===== config.mk =====
export PLATFORM = sky130hd
export DESIGN_NAME = fetch_decode_flat
export DESIGN_NICKNAME = d
export VERILOG_FILES = /design/src/rtl/fetch_decode_if.sv /design/src/rtl/fetch_decode.sv /design/src/flat_wrapper.sv
export SDC_FILE = /design/constraint.sdc
export NUM_CORES = 1
export LEC_CHECK = 0
export ABC_AREA = 1
export BUFFER_PORTS_ARGS = -buffer_cell sky130_fd_sc_hd__buf_2
export CAP_MARGIN = 20
export CORE_MARGIN = 5
export CORE_UTILIZATION = 35
export DETAILED_ROUTE_END_ITERATION = 7
export PLACE_DENSITY = 0.62
export SLEW_MARGIN = 20
export SYNTH_ARGS = -nofsm -noshare
export SYNTH_HDL_FRONTEND = slang
export SYNTH_SLANG_ARGS = --single-unit

===== constraint.sdc =====
create_clock -name CLK -period 2.65 [get_ports CLK]
set_clock_uncertainty 0.2 [all_clocks]
set_input_delay 0.53 -clock CLK [delete_from_list [all_inputs] [get_ports CLK]]
set_output_delay 0.53 -clock CLK [all_outputs]
set_load 0.05 [all_outputs]

===== src/rtl/fetch_decode_if.sv =====
// fetch_decode_if: instruction-memory and decode-output bundle of the
// fetch/decode front end.
//   master : the front end. It drives PC and the decode outputs and
//            receives INSTRUCTION and ZERO.
//   slave  : the surroundings (instruction memory, register file, ALU).
// Signals:
//   INSTRUCTION  32-bit word at PC, combinational from instruction memory
//   ZERO         ALU zero flag for the instruction currently in decode
//   PC           fetch address
//   INADDRESS / OUT1ADDRESS / OUT2ADDRESS  register-file addresses
//   IMMEDIATE    8-bit immediate field
//   WRITE, ALUOP, NEG_SEL, IMM_SEL          register-file / ALU controls
//   HALTED       core stopped on an illegal opcode
interface fetch_decode_if;
    logic [31:0] INSTRUCTION;
    logic        ZERO;
    logic [31:0] PC;
    logic [2:0]  INADDRESS;
    logic [2:0]  OUT1ADDRESS;
    logic [2:0]  OUT2ADDRESS;
    logic [7:0]  IMMEDIATE;
    logic        WRITE;
    logic [2:0]  ALUOP;
    logic        NEG_SEL;
    logic        IMM_SEL;
    logic        HALTED;

    modport master (
        input  INSTRUCTION, ZERO,
        output PC, INADDRESS, OUT1ADDRESS, OUT2ADDRESS, IMMEDIATE,
               WRITE, ALUOP, NEG_SEL, IMM_SEL, HALTED
    );

    modport slave (
        output INSTRUCTION, ZERO,
        input  PC, INADDRESS, OUT1ADDRESS, OUT2ADDRESS, IMMEDIATE,
               WRITE, ALUOP, NEG_SEL, IMM_SEL, HALTED
    );
endinterface


===== src/rtl/fetch_decode.sv =====
// fetch_decode: two-stage fetch/decode front end of the 8-bit processor.
// It owns the program counter and latches the fetched instruction into a
// decode register (IR, DPC = fetch PC + 4, valid bit). It decodes IR into
// register-file addresses, write enable, immediate and ALU controls. Taken
// j/beq instructions redirect the PC and squash the wrong-path fetch. An
// illegal opcode in decode stops the core until reset.
// Ports:
//   CLK    system clock, rising edge
//   RESET  asynchronous, active-low reset
//   bus    fetch_decode_if.master (PC, INSTRUCTION, ZERO, decode outputs)
// Parameter:
//   PC_RESET  PC value loaded on reset
module fetch_decode #(
    parameter logic [31:0] PC_RESET = 32'h0000_0000
) (
    input  logic            CLK,
    input  logic            RESET,
    fetch_decode_if.master  bus
);

    typedef enum logic [0:0] {
        ST_RUN  = 1'b0,
        ST_HALT = 1'b1
    } state_t;

    localparam logic [7:0] OP_LOADI = 8'd0;
    localparam logic [7:0] OP_MOV   = 8'd1;
    localparam logic [7:0] OP_ADD   = 8'd2;
    localparam logic [7:0] OP_SUB   = 8'd3;
    localparam logic [7:0] OP_AND   = 8'd4;
    localparam logic [7:0] OP_OR    = 8'd5;
    localparam logic [7:0] OP_J     = 8'd6;
    localparam logic [7:0] OP_BEQ   = 8'd7;

    localparam logic [2:0] ALU_FWD = 3'b000;
    localparam logic [2:0] ALU_ADD = 3'b001;
    localparam logic [2:0] ALU_AND = 3'b010;
    localparam logic [2:0] ALU_OR  = 3'b011;

    state_t      state_r, state_n_s;
    logic [31:0] pc_r, pc_n_s;
    logic [31:0] ir_r, ir_n_s;
    logic [31:0] dpc_r, dpc_n_s;
    logic        v_r, v_n_s;

    logic [7:0]  opcode_s;
    logic        write_raw_s;
    logic [2:0]  aluop_raw_s;
    logic        neg_raw_s;
    logic        imm_raw_s;
    logic        illegal_s;
    logic        active_s;
    logic        taken_s;
    logic [31:0] target_s;
    logic [31:0] pc_plus4_s;

    assign opcode_s   = ir_r[31:24];
    assign pc_plus4_s = pc_r + 32'd4;   // wraps FFFF_FFFC -> 0 naturally
    // Offset is a signed word count: sign-extend, then scale by 4.
    assign target_s   = dpc_r + {{22{ir_r[23]}}, ir_r[23:16], 2'b00};
    assign active_s   = v_r && (state_r == ST_RUN);
    assign taken_s    = v_r && ((opcode_s == OP_J) ||
                                ((opcode_s == OP_BEQ) && bus.ZERO));

    // Raw opcode decode, before gating by valid/halted.
    always_comb begin
        write_raw_s = 1'b0;
        aluop_raw_s = ALU_FWD;
        neg_raw_s   = 1'b0;
        imm_raw_s   = 1'b0;
        illegal_s   = 1'b0;
        case (opcode_s)
            OP_LOADI: begin
                imm_raw_s   = 1'b1;
                write_raw_s = 1'b1;
            end
            OP_MOV: begin
                write_raw_s = 1'b1;
            end
            OP_ADD: begin
                aluop_raw_s = ALU_ADD;
                write_raw_s = 1'b1;
            end
            OP_SUB: begin
                aluop_raw_s = ALU_ADD;
                neg_raw_s   = 1'b1;
                write_raw_s = 1'b1;
            end
            OP_AND: begin
                aluop_raw_s = ALU_AND;
                write_raw_s = 1'b1;
            end
            OP_OR: begin
                aluop_raw_s = ALU_OR;
                write_raw_s = 1'b1;
            end
            OP_J: begin
                write_raw_s = 1'b0;
            end
            OP_BEQ: begin
                aluop_raw_s = ALU_ADD;
                neg_raw_s   = 1'b1;
            end
            default: begin
                illegal_s = 1'b1;
            end
        endcase
    end

    // Controls are forced inactive for a bubble or a halted core; the
    // address and immediate fields pass through from IR unconditionally.
    assign bus.WRITE       = write_raw_s & active_s;
    assign bus.NEG_SEL     = neg_raw_s & active_s;
    assign bus.IMM_SEL     = imm_raw_s & active_s;
    assign bus.ALUOP       = active_s ? aluop_raw_s : ALU_FWD;
    assign bus.INADDRESS   = ir_r[18:16];
    assign bus.OUT1ADDRESS = ir_r[10:8];
    assign bus.OUT2ADDRESS = ir_r[2:0];
    assign bus.IMMEDIATE   = ir_r[7:0];
    assign bus.PC          = pc_r;
    assign bus.HALTED      = (state_r == ST_HALT);

    // Next-state logic: illegal halt beats branch, branch beats sequential fetch.
    always_comb begin
        state_n_s = state_r;
        pc_n_s    = pc_r;
        ir_n_s    = ir_r;
        dpc_n_s   = dpc_r;
        v_n_s     = v_r;
        case (state_r)
            ST_RUN: begin
                if (v_r && illegal_s) begin
                    state_n_s = ST_HALT;
                    v_n_s     = 1'b0;
                end else if (taken_s) begin
                    pc_n_s = target_s;
                    v_n_s  = 1'b0;      // squash the wrong-path fetch
                end else begin
                    ir_n_s  = bus.INSTRUCTION;
                    dpc_n_s = pc_plus4_s;
                    v_n_s   = 1'b1;
                    pc_n_s  = pc_plus4_s;
                end
            end
            ST_HALT: begin
                state_n_s = ST_HALT;
            end
            default: begin
                state_n_s = ST_RUN;
            end
        endcase
    end

    // State, PC and decode register.
    always_ff @(posedge CLK or negedge RESET) begin
        if (!RESET) begin
            state_r <= ST_RUN;
            pc_r    <= PC_RESET;
            ir_r    <= 32'h0000_0000;
            dpc_r   <= 32'h0000_0000;
            v_r     <= 1'b0;
        end else begin
            state_r <= state_n_s;
            pc_r    <= pc_n_s;
            ir_r    <= ir_n_s;
            dpc_r   <= dpc_n_s;
            v_r     <= v_n_s;
        end
    end

endmodule

===== src/flat_wrapper.sv =====
// flat-port wrapper written by rule: the top's interface ports become plain ports
module fetch_decode_flat 
#(
    parameter logic [31:0] PC_RESET = 32'h0000_0000
)
  (CLK, RESET, bus_INSTRUCTION, bus_ZERO, bus_PC, bus_INADDRESS, bus_OUT1ADDRESS, bus_OUT2ADDRESS, bus_IMMEDIATE, bus_WRITE, bus_ALUOP, bus_NEG_SEL, bus_IMM_SEL, bus_HALTED);
  fetch_decode_if bus_i ();
  input  logic CLK;
  input  logic RESET;
  input wire logic [$bits(bus_i.INSTRUCTION)-1:0] bus_INSTRUCTION;
  input wire logic [$bits(bus_i.ZERO)-1:0] bus_ZERO;
  output wire logic [$bits(bus_i.PC)-1:0] bus_PC;
  output wire logic [$bits(bus_i.INADDRESS)-1:0] bus_INADDRESS;
  output wire logic [$bits(bus_i.OUT1ADDRESS)-1:0] bus_OUT1ADDRESS;
  output wire logic [$bits(bus_i.OUT2ADDRESS)-1:0] bus_OUT2ADDRESS;
  output wire logic [$bits(bus_i.IMMEDIATE)-1:0] bus_IMMEDIATE;
  output wire logic [$bits(bus_i.WRITE)-1:0] bus_WRITE;
  output wire logic [$bits(bus_i.ALUOP)-1:0] bus_ALUOP;
  output wire logic [$bits(bus_i.NEG_SEL)-1:0] bus_NEG_SEL;
  output wire logic [$bits(bus_i.IMM_SEL)-1:0] bus_IMM_SEL;
  output wire logic [$bits(bus_i.HALTED)-1:0] bus_HALTED;
  assign bus_i.INSTRUCTION = bus_INSTRUCTION;
  assign bus_i.ZERO = bus_ZERO;
  assign bus_PC = bus_i.PC;
  assign bus_INADDRESS = bus_i.INADDRESS;
  assign bus_OUT1ADDRESS = bus_i.OUT1ADDRESS;
  assign bus_OUT2ADDRESS = bus_i.OUT2ADDRESS;
  assign bus_IMMEDIATE = bus_i.IMMEDIATE;
  assign bus_WRITE = bus_i.WRITE;
  assign bus_ALUOP = bus_i.ALUOP;
  assign bus_NEG_SEL = bus_i.NEG_SEL;
  assign bus_IMM_SEL = bus_i.IMM_SEL;
  assign bus_HALTED = bus_i.HALTED;
  fetch_decode #(.PC_RESET(PC_RESET)) u_core (.CLK(CLK), .RESET(RESET), .bus(bus_i));
endmodule

==> metrics.md, run 1 <==
| Metric | Value |
|---|---|
| Total power draw | `6.686 mW` |
| Maximum operating frequency | `395.0 MHz` |
| Mapped Cells | `992` |
| CP Capture Type | `output port` |
| Mapped Nets | `1058` |
| I/O Buffers | `84` |
| Core ar. | `18770 µm²` |
| IO Count | `91` |
| RSZ-0062 raised after global routing | `true` |
| CTS tree | `done` |
| Fin Setup TNS | `0 ns` |
| Share of layout cells above drive strength 1 | `14.21%` |
| Vias per inst | `4.875` |
| Status | `completed` |
| Die Y | `148.1 µm` |
| First-pass GRT wire length | `32510 µm` |
| Critical path startpoint category | `register` |
| Max Cap Viol | `0` |
| Tcrit/Tclk final | `95.53%` |
| Initial detailed-routing violation count | `441` |
| Most used DFF post-synth | `dfrtp_1` |
| Largest net degree at the start of global routing | `52` |
| Post-DRT Antenna Nets | `0` |
| CTS clk-pin slew, worst paths | `0.07 ns` |
| Max VDD drop | `0.4430 mV` |
| Fin area | `7702 µm²` |
| DRC | `0` |
| Initial antenna violation count | `0` |
| Area leader, netlist | `dfrtp_1` |
| PD cells | `868.1 nW/µm²` |
| Hold crit path type | `primary input to register` |
| GPL Wtd Cong | `0.9069` |
| Hold_ws | `0.1733 ns` |
| H-tree depth | `3` |
| DRT Pass-1 Iters | `5` |
| Min Tclk post-route | `2.532 ns` |
| Total GRT Usage | `18.66%` |
| Hold Fails Final Rpt | `0` |
| Post-place instance area | `7351 µm²` |
| Grt total ovfl | `0` |
| LEAKAGE | `4.153 nW` |
| Crit-path max FO | `7` |
| Post-synth EDFFs | `0` |
| DP HPWL | `15520 µm` |
| CTS buffer count | `9` |
| Syn_area_per_cell | `6.729 µm²` |
| Routed WL | `19980 µm` |
| Clk Latency, worst-skew pair | `0.35 ns` |
| Rows | `50` |
| Clock root cell | `clkbuf_16` |
| CTS max path bufs | `2` |
| Place WS | `0.1076 ns` |
| Filler cell count | `1993` |
| DIE AREA | `21930 µm²` |
| Antenna fix cells | `0` |
| Synth top area cells | `dfrtp_1, nand2_1, inv_1, ha_1, nor2_1` |
| Post-synthesis register bit count | `93` |
| Ys async rst share | `100.0%` |
| Sinks on Clock Net | `93` |
| Routed wire per std cell | `15.24 µm` |
| Endpoints failing setup | `0` |
| Max-slew violations | `0` |
| Via count | `6391` |
| Setup ws final | `0.1185 ns` |
| Die W | `148.1 µm` |
| Post-synth top area share | `34.86%` |
| Setup Crit Path Kind | `register to output port` |
| Cell variety after synth | `41` |
| Vias in the first global route | `6309` |
| Nets | `1138` |
| CP required | `1.92 ns` |
| Layout overhead on the synthesized area | `15.39%` |
| Sequential share of the synthesized area | `34.86%` |
| Total number of yosys warnings | `0` |
| Crit path DAT | `1.80 ns` |
| Starting density of the core | `35.57%` |
| Cell area after synthesis | `6675 µm²` |
[state kept, by name, indices dropped and copies added (netlist names)]
signal / cells
u_core.bus.PC: 32
u_core.ir_r: 27
u_core.dpc_r: 32
u_core.bus.HALTED: 1
u_core.v_r: 1
[through the flow]
stage	instances	utilization [%]
2_1_floorplan	992	-
3_3_place_gp	1294	39.17
3_5_place_dp	1294	39.17
4_1_cts	1311	40.95
5_1_grt	1311	41.04
6_report	1311	41.04
[power by group]
part	leakage (nW)	switching, mW	total (mW)	internal, mW
logic	2.87	2.19	3.18	0.986
registers	1.12	0.336	2.07	1.74
clock network	0.156	0.604	1.44	0.832
total	4.15	3.13	6.69	3.55
[what timing repair did]
item / 4_1_cts / 5_1_grt
endpoints found under the setup margin: 0 / 6
resized for setup: 0 / 5
hold endpoints to repair: 27 / 0
buffers inserted: 0 / 0
hold buffers: 1 / 0
[cells by family (layout without fill, tap and decap cells)]
group	Yosys count	in the layout	synth area share, %
other cells	1	1	0.05618
buf+inv	145	230	9.841
fa+ha+maj	31	31	5.923
xor+xnor	21	21	2.755
simple gates	606	606	37.84
flops	93	93	34.86
compound gates	95	95	8.716
[cell usage after synthesis (9+ instances only)]
| cell | number |
|---|---|
| o21ai_0 | 21 |
| xor2_1 | 13 |
| ha_1 | 30 |
| dfrtp_1 | 93 |
| nor2_1 | 84 |
| buf_4 | 25 |
| buf_2 | 9 |
| a21oi_1 | 44 |
| nand4_1 | 11 |
| nand2_1 | 405 |
| nand3_1 | 62 |
| nor3_1 | 11 |
| inv_1 | 104 |
[final timing paths]
check,startpoint,end,slack [ns],cells after the start
worst max-delay path,u_core.ir_r[29],bus_ALUOP[0],0.12,8
worst min-delay path,bus_INSTRUCTION[19],u_core.ir_r[19],0.17,3
worst max register to register,u_core.ir_r[16],u_core.bus.PC[20],0.17,13
worst min register to register,u_core.ir_r[7],u_core.ir_r[7],0.27,2
max in group asynchronous,RESET,u_core.ir_r[1],1.17,3
min in group asynchronous,RESET,u_core.ir_r[18],0.46,2
[cell usage in the layout (no fill, tap or decap), types with 5 or more instances in the layout]
cell,synthesis,routed
a21oi_1,44,44
buf_2,9,81
nor2_2,5,5
o21ai_0,21,21
o211ai_1,5,5
nor2_1,84,84
nand2_1,405,405
xor2_1,13,13
clkbuf_16,0,9
dfrtp_1,93,93
xnor2_1,8,8
ha_1,30,30
nand2_2,5,5
o21a_1,8,8
nand4_1,11,11
buf_4,25,19
inv_1,104,104
nor3_1,11,11
nand3b_1,6,6
nand3_1,62,61
[critical path, stage by stage, from the launching register on]
cell and delay [ns]:
dfrtp_1 0.38, nor2_1 0.12, nand3_1 0.13, nor2_4 0.20
inv_1 0.06, nor2_1 0.12, nand2_1 0.07, a21oi_1 0.13
clkbuf_4 0.25
[layout make-up]
class	count	area, µm²	area share [%]
well taps	234	292.8	3.801
flip-flops and latches	93	2327	30.21
clock buffers	9	225.2	2.924
repair buffers	107	653.1	8.480
multi-input cells	754	3704	48.08
clock inverters	7	98.84	1.283
inverters	107	401.6	5.214
[per-layer routing]
metal	up-vias	share of wire (%)	routed length (µm)	track usage, %
li1	3279	-	-	-
met1	2897	46	9198	24.76
met2	176	46	9122	30.87
met3	39	5.2	1037	2.956
met4	0	3.1	620	6.882
met5	-	0	0	0
Note: power is estimated with default switching activity, not from simulation.
==> inputs of run 2 (changes only) <==
--- a/config.mk
+++ b/config.mk
@@ -12,6 +12,7 @@
 export CORE_UTILIZATION = 35
 export DETAILED_ROUTE_END_ITERATION = 7
 export PLACE_DENSITY = 0.62
+export SETUP_SLACK_MARGIN = 0.2
 export SLEW_MARGIN = 20
 export SYNTH_ARGS = -nofsm -noshare
 export SYNTH_HDL_FRONTEND = slang
==> metrics.md, run 2 (synthesis results as in run 1) <==
| Metric | Value |
|---|---|
| Status | `completed` |
| I/O Buffers | `84 (unchanged)` |
| RR Endpoint | `u_core.bus.PC[26]` |
| Hold Fails Final Rpt | `0 (unchanged)` |
| Crit-path max FO | `3 (-4)` |
| Antenna fix cells | `0 (unchanged)` |
| Via count | `6435 (+0.69%)` |
| Layout overhead on the synthesized area | `19.36%` |
| LEAKAGE | `4.188 nW (+0.84%)` |
| Commonest non-fill, non-tap cells in the layout | `nand2_1, inv_1, dfrtp_1` |
| Reg2Reg Depth | `11 (-2)` |
| Core Util, Final | `42.45% (+1.4 points)` |
| R2R Setup Slk | `0.31 ns (+0.14 ns)` |
| Pint | `3.672 mW (+3.3%)` |
| Total GRT Usage | `18.77% (+0.11 points)` |
| Largest net degree at the start of global routing | `52 (unchanged)` |
| Max-slew violations | `0 (unchanged)` |
| Routed WL | `20250 µm (+1.4%)` |
| Starting density of the core | `35.57% (unchanged)` |
| Sequential power share | `30.3% (-0.7 points)` |
| DP HPWL | `15520 µm (unchanged)` |
| CTS buffer count | `9 (unchanged)` |
| Clk Latency, worst-skew pair | `0.35 ns (about the same)` |
| Clock Power Share | `20.9% (-0.6 points)` |
| Die W | `148.1 µm (unchanged)` |
| Sw frac | `46.79% (about the same)` |
| Initial detailed-routing violation count | `422 (-4.3%)` |
| CP Capture Type | `output port` |
| Commonest non-fill, non-tap cell in the layout | `nand2_1` |
| Max_slew headroom | `66.40%` |
| Max VDD drop | `0.4434 mV (about the same)` |
| Most used cell, CP | `nor2_2` |
| CTS max path bufs | `2 (unchanged)` |
| Fin Setup TNS | `0 ns (unchanged)` |
| Crit. Startpoint | `u_core.ir_r[29]` |
| CP max-delay cell | `dfrtp_1` |
| Routed wire per std cell | `15.39 µm (+0.97%)` |
| Hold crit path type | `primary input to register` |
| RSZ-0062 raised after global routing | `true` |
| CTS tree | `done` |
| Endpoints failing setup | `0 (unchanged)` |
| H-tree depth | `3 (unchanged)` |
| PD cells | `866.1 nW/µm² (-0.23%)` |
| Core ar. | `18770 µm² (unchanged)` |
| Vias in the first global route | `6367 (+0.92%)` |
| Min Tclk post-route | `2.415 ns (-0.1168 ns)` |
| CP required | `1.92 ns (about the same)` |
| DRT Pass-1 Iters | `5 (unchanged)` |
| Critical path startpoint category | `register` |
| Worst-Margin Slew | `0.5002 ns` |
| DIE AREA | `21930 µm² (unchanged)` |
| Setup ws final | `0.2353 ns (+0.1168 ns)` |
| Hold_ws | `0.1725 ns (-0.0008220 ns)` |
| Sinks on Clock Net | `93 (unchanged)` |
| CTS clk-pin slew, worst paths | `0.07 ns (about the same)` |
| Hold Crit Start | `bus_INSTRUCTION[19]` |
| Worst hold path depth | `3 (unchanged)` |
| Grt total ovfl | `0 (unchanged)` |
| IO Count | `91 (unchanged)` |
| Initial antenna violation count | `0 (unchanged)` |
| Critical R2R Launch | `u_core.ir_r[23]` |
| Clock root cell | `clkbuf_16` |
| Post-DRT Antenna Nets | `0 (unchanged)` |
| Die Y | `148.1 µm (unchanged)` |
| Share of layout cells above drive strength 1 | `18.67% (+4.5 points)` |
| Place WS | `0.1076 ns (unchanged)` |
| Max Cap Viol | `0 (unchanged)` |
| Vias per inst | `4.890 (+0.31%)` |
| First-pass GRT wire length | `32710 µm (+0.62%)` |
| Crit path DAT | `1.68 ns (-0.12 ns)` |
| Tcrit/Tclk final | `91.12% (-4.4 points)` |
| DRC | `0 (unchanged)` |
| Worst Hold End | `u_core.ir_r[19]` |
| Maximum operating frequency | `414.1 MHz (+4.8%)` |
| Comb power frac | `48.8% (+1.3 points)` |
| Setup Crit Path Kind | `register to output port` |
| GPL Wtd Cong | `0.9069 (unchanged)` |
| Nets | `1143 (+0.44%)` |
| Worst-path cell chain | `nor2_2 -> nand3_2 -> nor2_4 -> inv_2 -> nor2_2 -> nand2_1 -> a21oi_2 -> buf_6` |
| Rows | `50 (unchanged)` |
| Delay of the slowest cell on the worst path | `0.39 ns (about the same)` |
| Switch Pwr | `3.229 mW (+3.1%)` |
==> run 2: through the flow <==
stage | instances | instance area, µm² | power [mW]
final | 1316 | 7968 | 6.901
after global routing | 1316 | 7968 | 7.390
after CTS | 1313 | 7747 | 6.720
after detailed placement | 1294 | 7351 | 5.237
after global placement | 1294 | 7351 | 5.201
after floorplan | 992 | 6675 | 4.444
==> run 2: power groups by stage <==
stage	clock network (mW)	logic [mW]	registers, mW
6_report	1.44	3.37	2.09
5_1_grt	1.52	3.73	2.14
4_1_cts	1.47	3.19	2.07
3_5_place_dp	0	3.15	2.09
3_3_place_gp	0	3.11	2.09
2_1_floorplan	0	2.05	2.40
==> run 2: per-layer routing <==
layer | GRT usage, % | share of wire [%] | wire length [µm] | vias to the layer above
met2 | 31.22 | 46 | 9367 | 167
met5 | 0 | 0 | 0 | -
met3 | 3.016 | 5.4 | 1101 | 39
li1 | - | - | - | 3288
met1 | 24.76 | 45 | 9185 | 2941
met4 | 6.882 | 2.9 | 597 | 0
==> run 2: cell type report <==
cell class	count	area, µm²
repair buffers	112	729.5
multi-input cells	754	3892
clock buffers	9	225.2
well taps	234	292.8
clock inverters	7	98.84
inverters	107	401.6
flip-flops and latches	93	2327
fillers	1975	10800
==> run 2: worst max-delay path: cells and delay by family, from the launching register on <==
family	cells	cell delay (ns)
AO/OA/AOI/OAI	1	0.16
flip-flops	1	0.39
buffers and inverters	2	0.22
AND/OR/NAND/NOR	5	0.55
==> run 2: repair_timing <==
| item | 4_1_cts | 5_1_grt |
|---|---|---|
| hold buffers | 1 | 0 |
| setup endpoints to repair | 9 | 22 |
| setup buffers | 2 | 3 |
| resized for setup | 11 | 50 |
| pin swaps | 5 | 8 |
| hold endpoints to repair | 27 | 0 |
==> run 2: worst max path at each step <==
stage / endpoint / slack, ns / depth (start not counted)
finish: bus_ALUOP[0] / 0.24 / 8
global placement: u_core.bus.PC[30] / 0.16 / 12
global route: bus_ALUOP[0] / 0.1 / 8
CTS: bus_ALUOP[0] / 0.14 / 8
floorplan: bus_ALUOP[0] / 0.24 / 7
detailed placement: u_core.bus.PC[30] / 0.11 / 12
